[src/rtl/prod_collect_if.sv]
// Handshake/bus bundle between the serial collector and its producer/consumer.
// Master drives start/shift_en/bit_in/ack; slave (the collector) returns q/done/busy/overrun.
interface prod_collect_if #(
    parameter int WIDTH = 4
) ();
    logic             start;
    logic             shift_en;
    logic             bit_in;
    logic             ack;
    logic [WIDTH-1:0] q;
    logic             done;
    logic             busy;
    logic             overrun;

    // done/ack: done stays high with q stable until ack is seen; done falls on the next edge.
    modport master (
        output start, shift_en, bit_in, ack,
        input  q, done, busy, overrun
    );

    modport slave (
        input  start, shift_en, bit_in, ack,
        output q, done, busy, overrun
    );
endinterface

[src/rtl/prod_collect.sv]
// Serial-to-parallel collector for the shift-add multiplier: packs WIDTH shifted-out bits into q.
// Define PROD_COLLECT_MSB_FIRST_EN to shift left (first bit lands in q[WIDTH-1]); default is LSB-first.
module prod_collect #(
    parameter int WIDTH = 4,
    parameter int CNT_W = 3
) (
    input  logic             clk,
    input  logic             reset,
    prod_collect_if.slave    bus,
    output logic [1:0]       dbg_state,
    output logic [CNT_W-1:0] dbg_cnt
);
    typedef enum logic [1:0] {
        IDLE    = 2'd0,
        COLLECT = 2'd1,
        HOLD    = 2'd2
    } state_e;

    state_e           state_q, state_d;
    logic [WIDTH-1:0] q_q, q_d;
    logic [CNT_W-1:0] cnt_q, cnt_d;
    logic             done_q, done_d;
    logic             busy_q, busy_d;
    logic             overrun_q, overrun_d;
    logic [WIDTH-1:0] q_shifted;

`ifdef PROD_COLLECT_MSB_FIRST_EN
    assign q_shifted = {q_q[WIDTH-2:0], bus.bit_in};
`else
    assign q_shifted = {bus.bit_in, q_q[WIDTH-1:1]};
`endif

    always_comb begin
        state_d   = state_q;
        q_d       = q_q;
        cnt_d     = cnt_q;
        overrun_d = overrun_q;

        // start wins in every state, including over ack and a coincident shift_en.
        if (bus.start) begin
            state_d   = COLLECT;
            q_d       = '0;
            cnt_d     = '0;
            overrun_d = 1'b0;
        end else begin
            case (state_q)
                COLLECT: begin
                    if (bus.shift_en) begin
                        q_d   = q_shifted;
                        cnt_d = cnt_q + 1'b1;
                        if (cnt_q == CNT_W'(WIDTH - 1)) begin
                            state_d = HOLD;
                        end
                    end
                end
                HOLD: begin
                    if (bus.shift_en) begin
                        overrun_d = 1'b1;
                    end
                    if (bus.ack) begin
                        state_d = IDLE;
                    end
                end
                default: begin
                end
            endcase
        end

        // Status flags are registered copies of the next state so they align with q.
        done_d = (state_d == HOLD);
        busy_d = (state_d == COLLECT);
    end

    always_ff @(posedge clk) begin
        if (reset) begin
            state_q   <= IDLE;
            q_q       <= '0;
            cnt_q     <= '0;
            done_q    <= 1'b0;
            busy_q    <= 1'b0;
            overrun_q <= 1'b0;
        end else begin
            state_q   <= state_d;
            q_q       <= q_d;
            cnt_q     <= cnt_d;
            done_q    <= done_d;
            busy_q    <= busy_d;
            overrun_q <= overrun_d;
        end
    end

    assign bus.q       = q_q;
    assign bus.done    = done_q;
    assign bus.busy    = busy_q;
    assign bus.overrun = overrun_q;
    assign dbg_state   = state_q;
    assign dbg_cnt     = cnt_q;
endmodule
[src/flat_wrapper.sv]
// flat-port wrapper written by rule: the top's interface ports become plain ports
module prod_collect_flat 
#(
    parameter int WIDTH = 4,
    parameter int CNT_W = 3
)
  (clk, reset, dbg_state, dbg_cnt, bus_start, bus_shift_en, bus_bit_in, bus_ack, bus_q, bus_done, bus_busy, bus_overrun);
  prod_collect_if #(.WIDTH(WIDTH)) bus_i ();
  input  logic clk;
  input  logic reset;
  output logic [1:0] dbg_state;
  output logic [CNT_W-1:0] dbg_cnt;
  input wire logic [$bits(bus_i.start)-1:0] bus_start;
  input wire logic [$bits(bus_i.shift_en)-1:0] bus_shift_en;
  input wire logic [$bits(bus_i.bit_in)-1:0] bus_bit_in;
  input wire logic [$bits(bus_i.ack)-1:0] bus_ack;
  output wire logic [$bits(bus_i.q)-1:0] bus_q;
  output wire logic [$bits(bus_i.done)-1:0] bus_done;
  output wire logic [$bits(bus_i.busy)-1:0] bus_busy;
  output wire logic [$bits(bus_i.overrun)-1:0] bus_overrun;
  assign bus_i.start = bus_start;
  assign bus_i.shift_en = bus_shift_en;
  assign bus_i.bit_in = bus_bit_in;
  assign bus_i.ack = bus_ack;
  assign bus_q = bus_i.q;
  assign bus_done = bus_i.done;
  assign bus_busy = bus_i.busy;
  assign bus_overrun = bus_i.overrun;
  prod_collect #(.WIDTH(WIDTH), .CNT_W(CNT_W)) u_core (.clk(clk), .reset(reset), .bus(bus_i), .dbg_state(dbg_state), .dbg_cnt(dbg_cnt));
endmodule
[config.mk]
export PLATFORM = sky130hd
export DESIGN_NAME = prod_collect_flat
export DESIGN_NICKNAME = d
export VERILOG_FILES = /design/src/rtl/prod_collect_if.sv /design/src/rtl/prod_collect.sv /design/src/flat_wrapper.sv
export SDC_FILE = /design/constraint.sdc
export NUM_CORES = 1
export LEC_CHECK = 0
export CAP_MARGIN = 25
export CORE_AREA = 2 2 46 48
export DETAILED_ROUTE_END_ITERATION = 10
export DIE_AREA = 0 0 48 50
export HOLD_SLACK_MARGIN = 0.15
export PLACE_DENSITY = 0.59
export SYNTH_ARGS = -nofsm -noshare
export SYNTH_HDL_FRONTEND = slang
export SYNTH_SLANG_ARGS = --single-unit
export TNS_END_PERCENT = 1
[constraint.sdc]
create_clock -name clk -period 1.65 [get_ports clk]
set_input_delay 0.165 -clock clk [delete_from_list [all_inputs] [get_ports clk]]
set_output_delay 0.165 -clock clk [all_outputs]
set_load 0.005 [all_outputs]
* Word level (Yosys, flattened, before mapping) *
Index checks and enable logic that the tools add are counted.

word-level totals
  bits in registers = 12
  bits of input ports = 6
  output and inout bits = 12
  logic and storage cells = 20

cells by class
  add/sub/neg operators = 1
  equality and inequality tests = 5
  multiplexer cells = 5
  reductions and logical operators = 3

operators with widths
  kind                   number
  $mux W2                4
  $eq A2 B1 Y1 const B   2
  $eq A2 B2 Y1 const B   2
  $pmux W2 S2            1
  $reduce_and A2 Y1      2
  $add A3 B1 Y3 const B  1
  $eq A3 B2 Y1 const B   1
  $reduce_or A2 Y1       1

* Longest topological paths before layout *
  word-level depth = 6
  depth in mapped cells = 6
  gate-level depth less buffers = 5

* Least setup slack after synthesis *
Ideal clock, no wire load.

  kind = register -> register
  start = register u_core.state_q[0], in the netlist u_core.dbg_state[0]
  end = register u_core.busy_q, in the netlist u_core.bus.busy
  arrival time = 1.290 ns
  path slack = 0.246 ns
  stages on the path, launching flop included = 5
  path buffers = 0
  clock period less this slack = 1.404 ns
  cells stage by stage = dfxtp_1 > inv_1 > ha_1 > o41a_1 > o21a_1

between the ends
  cells in the longest elaborated chain, start to end = 5

RTL lines
  element                 line                source
  start, declared         prod_collect.sv:19  state_e state_q, state_d;
  start signal, assigned  prod_collect.sv:83  state_q <= state_d;
  $mux W2                 prod_collect.sv:51  if (cnt_q == CNT_W'(WIDTH - 1)) begin
  $mux W2                 prod_collect.sv:48  if (bus.shift_en) begin
  $pmux W2 S2 *           prod_collect.sv:46  case (state_q)
  $mux W2 *               prod_collect.sv:40  if (bus.start) begin
  $eq A2 B1 Y1 *          prod_collect.sv:71  busy_d = (state_d == COLLECT);
  end signal, assigned    prod_collect.sv:87  busy_q <= busy_d;
  end, declared           prod_collect.sv:23  logic busy_q, busy_d;

Mark *: on every way between the ends. The rest lies on a longest branch, timed or not.
A chain may end at the register's enable or synchronous reset.

* Worst setup path in the final report *
Same ends and word-level chain as after synthesis.

==> reports/qor.csv <==
stage,metric,value,unit
logic_synthesis,Synth Flop Type,dfxtp_1,
cts,maximum root-to-sink buffer count,2,
power_and_ir_drop,Leak Pwr,0.283,nW
setup_path,critical-path maximum fanout,5,
power_and_ir_drop,combinational fraction of design power,12.4,%
detailed_routing,average routed wire per standard cell,10.9,µm
logic_synthesis,main combinational cell family by area after synthesis,compound AO/OA/AOI/OAI gates,
logic_synthesis,top cell type by total area after synthesis,dfxtp_1,
cts,TritonCTS Sinks,12,
placed_design,worst-case setup slack after placement,0.173,ns
power_and_ir_drop,Internal,0.470,mW
detailed_routing,number of routed nets with antenna violations,0,
placed_design,Final GP Congestion,0.735,
placed_design,IO buf count,17,
finish,relative area change from synthesis to final layout,44.9,%
die,floorplan die area,0.00240,mm²
setup_path,CP startpoint kind,flop,
logic_synthesis,count of unique library cells instantiated by Yosys,23,
setup_path,Worst R2R End,u_core.bus.busy,
cts,CTS H-tree lvls,1,
logic_synthesis,multiplexer fraction of the synthesized cell area,0,%
detailed_routing,total wire length,1140,µm
logic_synthesis,nets in the synthesized netlist,67,
detailed_routing,total via count after detailed routing,458,
logic_synthesis,flop and latch count out of synthesis,12,
timing,count of pins over their slew limit,0,
cts,number of CTS-inserted buffers,3,
logic_synthesis,Synth async-reset ratio,0,%
setup_path,class of the most critical setup path,flop to flop,
die,Boundary Pins,18,
power_and_ir_drop,proportion of power drawn by the clock network,38.0,%
finish,layout net count,89,
power_and_ir_drop,P per Cell Area,777,mW/mm²
logic_synthesis,"count leader, synth",dfxtp_1,
die,Core ar.,0.00190,mm²
timing,setup TNS,0,ns
grt,antenna violations before repair,0,
placed_design,post-DP HPWL,860,µm
setup_path,Levels on crit path,4,
worst_hold_path,cell depth of the worst hold path,2,
worst_hold_path,worst min path class,flop to flop,
grt,wire length of the first global-routing pass,1800,µm
finish,diode insertion count for antenna repair,0,
setup_path,Worst Path Arrival,1.65,ns
grt,overall routing resource usage,11.0,%
logic_synthesis,post-synthesis instance total,57,
power_and_ir_drop,maximum VDD drop,309,µV
setup_path,worst reg2reg startpoint,u_core.dbg_state[0],
timing,portion of the clock cycle consumed by the worst path in the final layout,89.9,%
setup_path,delay of the slowest critical-path stage,0.45,ns
setup_path,number of cells on the worst reg-to-reg path,4,
cts,CTS tree,built,
logic_synthesis,number of enable-type register cells in the synthesized netlist,0,
power_and_ir_drop,switching power summed over all nets,0.135,mW
timing,Final WS setup,0.167,ns
finish,share of layout cells above drive strength 1,12.8,%
setup_path,critical path startpoint,u_core.dbg_state[0],
timing,Least-Margin Pin Slew,0.348,ns
cts,# resized after CTS,0,
timing,highest attainable clock frequency,674,MHz
detailed_routing,count of unresolved DRC violations after routing,0,
logic_synthesis,top-area cell type share of the netlist area,44.7,%
timing,Slew HR,76.6,%
die,DIE HEIGHT,50,µm
timing,Hold Fails Final Rpt,0,
timing,endpoints failing setup,0,
logic_synthesis,fraction of the mapped netlist area in compound gates,21.9,%
finish,non-filler instance count after layout,105,
logic_synthesis,Post-Syn Area per Cell,9.44,µm²
logic_synthesis,"post-synthesis share of cell area spent on and, or, nand and nor gates",15.8,%
logic_synthesis,Netlist Area Pre-Place,538,µm²
outcome,status,"complete, no violations",
timing,Clock Skews,0.00464,ns
setup_path,family with the most delay on the worst path,compound AO/OA/AOI/OAI gates,
grt,overflow left after global routing,0,
logic_synthesis,top cells by area in the synthesized netlist,"dfxtp_1 45%, ha_1 9.3%, a21oi_1 6.5%",
die,placement row count,16,
grt,vias in the first global route,422,
cts,cts hold-fix bufs,0,
setup_path,CP Cell Sequence,"inv_1, ha_1, o41a_1, o21a_1",
power_and_ir_drop,share of power burned in registers,49.6,%
setup_path,WP data required,1.82,ns
timing,final critical path time including I/O delays and setup,1.48,ns
cts,post-CTS setup-driven buffer insertion count,0,
setup_path,worst-path cell with the longest stage delay,o41a_1,
die,width of the die,48,µm
flow_run,number of max-capacitance violations reported,0,
logic_synthesis,xor and xnor area share after synthesis,1.63,%
setup_path,kind of capture point of the worst setup path,flop,
grt,maximum number of pins on one net before global-route repair,11,
die,initial core utilization,28.3,%
setup_path,slack of the worst reg-to-reg path,0.17,ns
timing,unrepaired setup endpoints after global routing,false,
logic_synthesis,most used standard cells in the synthesized netlist,"12 x dfxtp_1, 7 x a21oi_1, 6 x nand2_1",
detailed_routing,DRC violation total after the first TritonRoute iteration,4,
cts,Clock Latency Late Sink,0.27,ns
cts,Clock transition at path regs,0.08,ns
setup_path,capture point of the critical path,u_core.bus.busy,
logic_synthesis,share of synthesized area occupied by flip-flops and latches,44.7,%
placed_design,Post-Place Cells,101,
detailed_routing,via/cell ratio,4.36,
power_and_ir_drop,Switching Fraction,22.4,%
setup_path,Critical path buffers and inverters,1,
logic_synthesis,adder and majority cell fraction of the synthesized area,9.30,%
detailed_routing,Detailed Routing Iterations Pass 1,4,
cts,clock tree root buffer cell,clkbuf_4,
logic_synthesis,total number of yosys warnings,0,
-- logic make-up (layout without fill, tap and decap cells) --
family / Yosys count / in the layout
buf+inv: 7 / 28
compound gates: 16 / 16
simple gates: 17 / 17
xor+xnor: 1 / 1
flops: 12 / 12
fa+ha+maj: 4 / 4
-- area by class of cell --
class	count	area (µm²)
Sequential cell	12	240
Clock buffer	4	36.3
Multi-Input combinational cell	38	262
Fill cell	195	1120
Inverter	4	15.0
Timing Repair Buffer	20	193
Tap cell	27	33.8
-- cell usage in the layout (no fill, tap or decap) --
cell type	n
xor2_1	1
nor2b_1	1
nand2_1	6
a311oi_1	1
clkdlybuf4s50_1	17
a31oi_1	1
dfxtp_1	12
o31a_1	1
o21a_1	1
o41a_1	1
clkbuf_4	3
or2_1	1
inv_1	4
a21oi_1	7
nor2_1	2
clkbuf_8	1
ha_1	4
nor4_2	1
nor3_1	1
nand3_1	5
o21ba_2	1
o31ai_2	1
a21boi_1	1
buf_4	3
o21ba_1	1
-- flip-flops by register name, indices dropped and copies added (netlist names) --
register	flops
u_core.bus.q	4
u_core.bus.done	1
u_core.bus.busy	1
u_core.bus.overrun	1
u_core.dbg_state	2
u_core.dbg_cnt	3
-- power groups by stage --
stage,sequential [mW],combinational (mW),clock [mW]
after global placement,0.307,0.0750,0
after floorplan,0.307,0.0400,0
final,0.300,0.0754,0.230
after global routing,0.301,0.0826,0.258
after CTS,0.300,0.0758,0.239
after detailed placement,0.307,0.0752,0
-- worst min-delay path, delay by kind of cell (launching register included) --
kind | cells | cell delay (ns)
flops | 1 | 0.31
simple gates | 1 | 0.05
compound gates | 1 | 0.05
-- worst min path at each step --
stage                    startpoint                  end  slack, ns
global placement    u_core.bus.q[0]      u_core.bus.q[0]       0.45
global route             bus_bit_in      u_core.bus.q[3]       0.48
floorplan                     reset  u_core.dbg_state[1]       0.24
CTS                      bus_bit_in      u_core.bus.q[3]       0.46
detailed placement  u_core.bus.q[0]      u_core.bus.q[0]       0.45
finish              u_core.bus.q[0]      u_core.bus.q[0]       0.46
-- metal layers --
metal / GRT usage [%] / share of wire (%) / up-vias
li1: - / - / 241
met1: 14.3 / 50 / 205
met2: 14.0 / 45 / 10
met3: 3.66 / 2.6 / 2
met4: 9.01 / 2.4 / 0
met5: 0 / 0 / -
-- metrics by stage --
stage               instance area [µm²]  power [mW]  hold slack, ns  utilization [%]
CTS                                 779       0.616           0.461             41.0
floorplan                           538       0.347           0.244                -
finish                              779       0.606           0.458             41.0
detailed placement                  743       0.383           0.448             39.1
global placement                    743       0.382           0.447             39.1
global route                        779       0.642           0.482             41.0
Note: power is estimated with default switching activity, not from simulation.
